## config.mk

```make
export PLATFORM = sky130hd
export DESIGN_NAME = spi_ram_ctrl
export DESIGN_NICKNAME = d
export VERILOG_FILES = /design/src/rtl/spi_ram_pkg.sv /design/src/rtl/spram_core.sv /design/src/rtl/spi_ram_ctrl.sv
export SDC_FILE = /design/constraint.sdc
export NUM_CORES = 2
export LEC_CHECK = 0
export CORE_ASPECT_RATIO = 0.8
export CORE_MARGIN = 2
export CORE_UTILIZATION = 61
export CTS_BUF_LIST = sky130_fd_sc_hd__clkbuf_8 sky130_fd_sc_hd__clkbuf_16
export DETAILED_ROUTE_END_ITERATION = 10
export GPL_TIMING_DRIVEN = 0
export PLACE_DENSITY = 0.77
export SLEW_MARGIN = 25
export SYNTH_ARGS = -nofsm -noshare
export SYNTH_HDL_FRONTEND = slang
export SYNTH_SLANG_ARGS = --single-unit
```

## constraint.sdc

```tcl
create_clock -name clk -period 3.81 [get_ports clk]
set_input_delay 0.5715 -clock clk [delete_from_list [all_inputs] [get_ports clk]]
set_output_delay 0.5715 -clock clk [all_outputs]
set_load 0.005 [all_outputs]
```

## src/rtl/spi_ram_pkg.sv

```systemverilog
// Shared definitions for the SPI RAM controller: command opcodes, FSM encoding
// and the default number of cycles a read result is presented to the SPI slave.
package spi_ram_pkg;

    localparam logic [1:0] CMD_WR_ADDR = 2'b00;
    localparam logic [1:0] CMD_WR_DATA = 2'b01;
    localparam logic [1:0] CMD_RD_ADDR = 2'b10;
    localparam logic [1:0] CMD_RD_DATA = 2'b11;

    localparam int TX_HOLD_DEFAULT = 8;

    typedef enum logic {
        ST_IDLE = 1'b0,
        ST_TX   = 1'b1
    } state_t;

endpackage

```

## src/rtl/spram_core.sv

```systemverilog
// Single-port synchronous byte RAM: one write or one read per cycle, no reset,
// so synthesis can map it onto a block RAM.
module spram_core
    import spi_ram_pkg::*;
#(
    parameter int ADDR_SIZE = 8,
    parameter int MEM_DEPTH = 256
) (
    input  logic                 clk,
    input  logic                 we,
    input  logic                 re,
    input  logic [ADDR_SIZE-1:0] addr,
    input  logic [7:0]           wdata,
    output logic [7:0]           rdata
);

    logic [7:0] mem [MEM_DEPTH];

    // rdata only changes on a read, so it keeps the last read value while idle
    always_ff @(posedge clk) begin
        if (we) begin
            mem[addr] <= wdata;
        end else if (re) begin
            rdata <= mem[addr];
        end
    end

endmodule

```

## src/rtl/spi_ram_ctrl.sv

```systemverilog
// Command decoder between an SPI slave and a byte RAM: edge-detects rx_valid,
// keeps separate auto-incrementing write/read pointers and holds read data for TX_HOLD cycles.
module spi_ram_ctrl
    import spi_ram_pkg::*;
#(
    parameter int MEM_DEPTH = 256,
    parameter int ADDR_SIZE = 8,
    parameter int TX_HOLD   = TX_HOLD_DEFAULT
) (
    input  logic       clk,
    input  logic       rst_n,
    input  logic [9:0] din,
    input  logic       rx_valid,
    output logic [7:0] dout,
    output logic       tx_valid
);

    localparam int CNT_W = (TX_HOLD > 1) ? $clog2(TX_HOLD) : 1;

    logic                 rx_valid_q;
    logic                 cmd_accept;
    logic [1:0]           opcode;
    logic [7:0]           payload;
    logic [ADDR_SIZE-1:0] wr_addr;
    logic [ADDR_SIZE-1:0] rd_addr;
    logic [ADDR_SIZE-1:0] ram_addr;
    logic                 ram_we;
    logic                 ram_re;
    logic [7:0]           ram_rdata;
    logic                 dout_clr;
    state_t               state;
    state_t               state_nx;
    logic [CNT_W-1:0]     cnt;
    logic [CNT_W-1:0]     cnt_nx;

    assign opcode     = din[9:8];
    assign payload    = din[7:0];
    // Reset wins over a command arriving in the same cycle
    assign cmd_accept = rst_n && rx_valid && !rx_valid_q;
    assign ram_we     = cmd_accept && (opcode == CMD_WR_DATA);
    assign ram_re     = cmd_accept && (opcode == CMD_RD_DATA);
    assign ram_addr   = ram_re ? rd_addr : wr_addr;

    spram_core #(
        .ADDR_SIZE(ADDR_SIZE),
        .MEM_DEPTH(MEM_DEPTH)
    ) u_core (
        .clk  (clk),
        .we   (ram_we),
        .re   (ram_re),
        .addr (ram_addr),
        .wdata(payload),
        .rdata(ram_rdata)
    );

    always_ff @(posedge clk) begin
        if (!rst_n) begin
            rx_valid_q <= 1'b0;
            wr_addr    <= '0;
            rd_addr    <= '0;
        end else begin
            rx_valid_q <= rx_valid;
            if (cmd_accept) begin
                case (opcode)
                    CMD_WR_ADDR: wr_addr <= ADDR_SIZE'(payload);
                    CMD_WR_DATA: wr_addr <= wr_addr + 1'b1;
                    CMD_RD_ADDR: rd_addr <= ADDR_SIZE'(payload);
                    CMD_RD_DATA: rd_addr <= rd_addr + 1'b1;
                    default: ;
                endcase
            end
        end
    end

    // The RAM output register has no reset, so dout is masked until the first read
    always_ff @(posedge clk) begin
        if (!rst_n) begin
            state    <= ST_IDLE;
            cnt      <= '0;
            dout_clr <= 1'b1;
        end else begin
            state <= state_nx;
            cnt   <= cnt_nx;
            if (ram_re) begin
                dout_clr <= 1'b0;
            end
        end
    end

    always_comb begin
        state_nx = state;
        cnt_nx   = cnt;
        case (state)
            ST_IDLE: begin
                if (ram_re) begin
                    state_nx = ST_TX;
                    cnt_nx   = CNT_W'(TX_HOLD - 1);
                end
            end
            ST_TX: begin
                if (ram_re) begin
                    cnt_nx = CNT_W'(TX_HOLD - 1);
                end else if (cnt == '0) begin
                    state_nx = ST_IDLE;
                end else begin
                    cnt_nx = cnt - 1'b1;
                end
            end
            default: state_nx = ST_IDLE;
        endcase
    end

    assign tx_valid = (state == ST_TX);
    assign dout     = dout_clr ? 8'h00 : ram_rdata;

endmodule

```

==> summary.md <==
| Metric | Value |
|---|---|
| Status | `finished with violations` |
| Failing checks | `negative setup slack` |
| Fin Setup TNS | `-5.07 ns` |
| Hold wc startpoint | `din[4]` |
| Post-DR vias/cell | `7.36` |
| Fin. max-slew vios | `0` |
| Warnings, synthesis | `0` |
| Pre-Repair DR Iteration Count | `7` |
| Drt initial violations | `11000` |
| Root Driver | `clkbuf_16` |
| Cell area after synthesis | `79600 um2` |
| Crit Path Category | `reg2reg` |
| Setup crit start kind | `register` |
| Final Net Count | `5377` |
| Crit-path max cell delay | `0.66 ns` |
| Setup violators final | `115` |
| Worst EP arrival | `4.55 ns` |
| Initial antenna violation count | `4` |
| Final hold vios | `0` |
| Remaining antenna violation count | `0` |
| Worst-case reg-to-reg path depth | `11` |
| Core Rows | `118` |
| Tightest Pin Transition | `1.09 ns` |
| CTS sink cnt | `2078` |
| Logic pwr share | `5.0%` |
| Final Non-Filler Cells | `7255` |
| Seq/Total Area, Yosys | `78.1%` |
| Compound-Gate Fraction of Synth Area | `16.7%` |
| Synth Net Count | `5124` |
| EDFF count, synth | `2056` |
| Slew margin rel. | `27.5%` |
| Reg-to-reg critical path startpoint | `rx_valid_q` |
| # IOs | `22` |
| Worst Skew | `0.0327 ns` |
| Leakage power | `27.6 nW` |
| Post-DP HPWL | `167000 um` |
| IO buf count | `20` |
| Cell chain of the critical path | `and3b_1, buf_6, a211oi_1, clkbuf_4, clkbuf_1, o21ai_0, a41oi_1, nor4_1, o22a_1, nand4_1, and4_1` |
| Total vias in the final route | `53400` |
| Max IR drop VDD | `479 uV` |
| WP data required | `4.40 ns` |
| Global-route wire length before repair | `352000 um` |
| RSZ-0062 raised after global routing | `yes` |
| Sw Share | `22.2%` |
| Area grow syn2layout | `15.6%` |
| Vias in the first global route | `49800` |
| Setup WS pre-CTS | `-3.21 ns` |
| Period utilization | `104%` |
| Gr usage total | `37.1%` |
| Mux cell area share after synthesis | `0.0141%` |
| # DRC | `0` |
| Post-synth top area share | `77.5%` |
| Grt ovf | `0` |
| Chip height | `327 um` |
| Share of cells above drive strength 1 | `16.7%` |
| Placed Area | `83000 um2` |
| Max Freq | `252 MHz` |
| Setup WS post-layout | `-0.152 ns` |
| Predominant post-synthesis flop cell | `edfxtp_1` |
| Cell area power density | `500 nW/um2` |
| Worst skew pair latency | `0.85 ns` |
| CTS tree | `done` |
| Pint | `35.8 mW` |
| Commonest cells post-synth | `2056 x edfxtp_1, 779 x o21ai_0, 641 x a22oi_1, 353 x a21oi_1, 304 x clkbuf_1` |
| Power share of the clock group | `40.3%` |
| CP Capture Type | `register` |
| Worst hold path class | `in2reg` |
| Clock Tree Buf Depth | `3` |
| Final instance area | `92000 um2` |
| Die W | `408 um` |
| Netlist cell types | `52` |
| Total die area | `133000 um2` |
| Adder and majority cell fraction of the synthesized area | `0.0629%` |
| Seq pwr share | `54.7%` |
| Worst Path Max Fanout | `10` |
| GP Congestion | `1.01` |
| Placed Cells | `6901` |
| Largest net degree at the start of global routing | `109` |
| Final design utilization | `71.1%` |
| Cell count after synthesis | `5107` |
| Post-synth top area cell | `edfxtp_1` |
| Post-layout min period | `3.96 ns` |
| Synthesized area per cell | `15.6 um2` |
| Core area | `129000 um2` |
| CTS H-tree depth | `4` |
| Post-synthesis register bit count | `2078` |
| Total CTS buffers | `187` |
| P_sw | `10.2 mW` |
| Top-count cell post-synth | `edfxtp_1` |
| Crit path launch | `rx_valid_q` |
| R2R Path End | `u_core.rdata[7]` |
| Worst-path cell with the longest stage delay | `nor4_1` |
| Worst setup endpoint | `u_core.rdata[7]` |
| CTS clk-pin slew, worst paths | `0.06 ns` |
| Ys async rst share | `0%` |
| Initial core utilization | `61.5%` |
| XOR/XNOR Fraction of Synth Area | `0.0110%` |
| Flop2flop setup slack | `-0.15 ns` |
| Drt total wl | `252000 um` |
| Area contributors post-synth | `edfxtp_1 78%, a22oi_1 6.0%, o21ai_0 4.9%` |
| WL/cell | `34.7 um` |
| Largest family of logic cells by synthesized area | `compound AO/OA/AOI/OAI gates` |
| Max_cap viols | `0` |
| Synth Area in Simple Gates | `2.76%` |
==> power by group through the flow <==
stage / combinational, mW / sequential (mW) / clock [mW]
4_1_cts: 2.12 / 25.1 / 18.4
3_3_place_gp: 1.88 / 25.9 / 0
3_5_place_dp: 2.01 / 25.6 / 0
2_1_floorplan: 0.841 / 25.6 / 0
5_1_grt: 2.34 / 25.1 / 19.3
6_report: 2.31 / 25.1 / 18.5
==> state kept, by name, indices dropped and copies added, names as in the netlist <==
name	flops
rx_valid_q	1
wr_addr	8
rd_addr	8
cnt	3
u_core.rdata	8
u_core.mem	2048
dout_clr	1
tx_valid	1
==> cell usage in the layout (no fill, tap or decap), types with 11 or more instances in the layout <==
cell	count
nand2_1	37
dfxtp_1	22
nor2_2	44
nand3_1	12
o41ai_2	28
buf_8	19
o21ai_1	13
clkbuf_16	188
clkbuf_4	30
buf_4	32
buf_16	30
nor2_4	146
clkbuf_1	174
clkinv_1	35
o41ai_4	18
edfxtp_1	2056
clkdlybuf4s50_1	11
bufinv_16	16
nor4_1	25
clkinv_2	43
inv_1	50
buf_2	73
nand2_4	15
a22oi_1	600
o22a_1	17
nor2_1	87
a41oi_1	188
or4_1	16
a21oi_1	329
nand4_1	35
o21ai_0	771
a21oi_2	24
clkbuf_2	72
o41ai_1	34
a22oi_2	41
buf_6	27
==> kinds of logic (layout without fill, tap and decap cells) <==
logic type      Yosys count  in the layout
buf+inv                 439            843
simple gates            478            478
xor+xnor                  1              1
compound gates         2106           2106
flops                  2078           2078
other cells               0              4
fa+ha+maj                 4              4
mux                       1              1
==> metal layers <==
metal / track usage (%) / wire length (um)
met1: 51.5 / 88000
met2: 52.1 / 107000
met3: 14.1 / 43200
met4: 17.8 / 13600
met5: 0 / 0
==> area by class of cell <==
class | count | area, um2
clock buffer | 189 | 4720
tap | 1740 | 2180
timing repair buffer | 65 | 1270
inverter | 10 | 38.8
sequential | 2078 | 62200
fill | 7868 | 37500
antenna | 4 | 10.0
buffer | 428 | 2400
clock inverter | 151 | 1190
multi-input combinational | 2590 | 18000
==> metrics by stage <==
stage / power (mW) / hold WS [ns]
floorplan: 26.5 / 0.500
global placement: 27.8 / 0.530
detailed placement: 27.6 / 0.544
CTS: 45.7 / 0.0597
global route: 46.7 / 0.0929
finish: 46.0 / 0.0912
==> worst min path at each step <==
stage,cells after the start,endpoint
2_1_floorplan,2,wr_addr[0]
3_3_place_gp,2,wr_addr[0]
3_5_place_dp,2,cnt[1]
4_1_cts,1,u_core.mem[68][4]
5_1_grt,1,u_core.mem[68][4]
6_report,1,u_core.mem[68][4]
==> worst max-delay path, delay by kind of cell (launching register included) <==
kind                   cells  cell delay (ns)
AND/OR/NAND/NOR            4             1.43
flip-flops                 1             0.31
buffers and inverters      3             0.87
AO/OA/AOI/OAI              4             1.06
==> timing repair <==
item / in CTS / in global routing
endpoints found under the setup margin: 2056 / 1699
setup buffers: 9 / 0
hold endpoints to repair: 6 / 0
gates cloned: 0 / 0
gates resized for setup: 595 / 305
hold buffers: 2 / 0
pin swaps: 26 / 46
No activity file was read; power rests on OpenSTA's default activity.
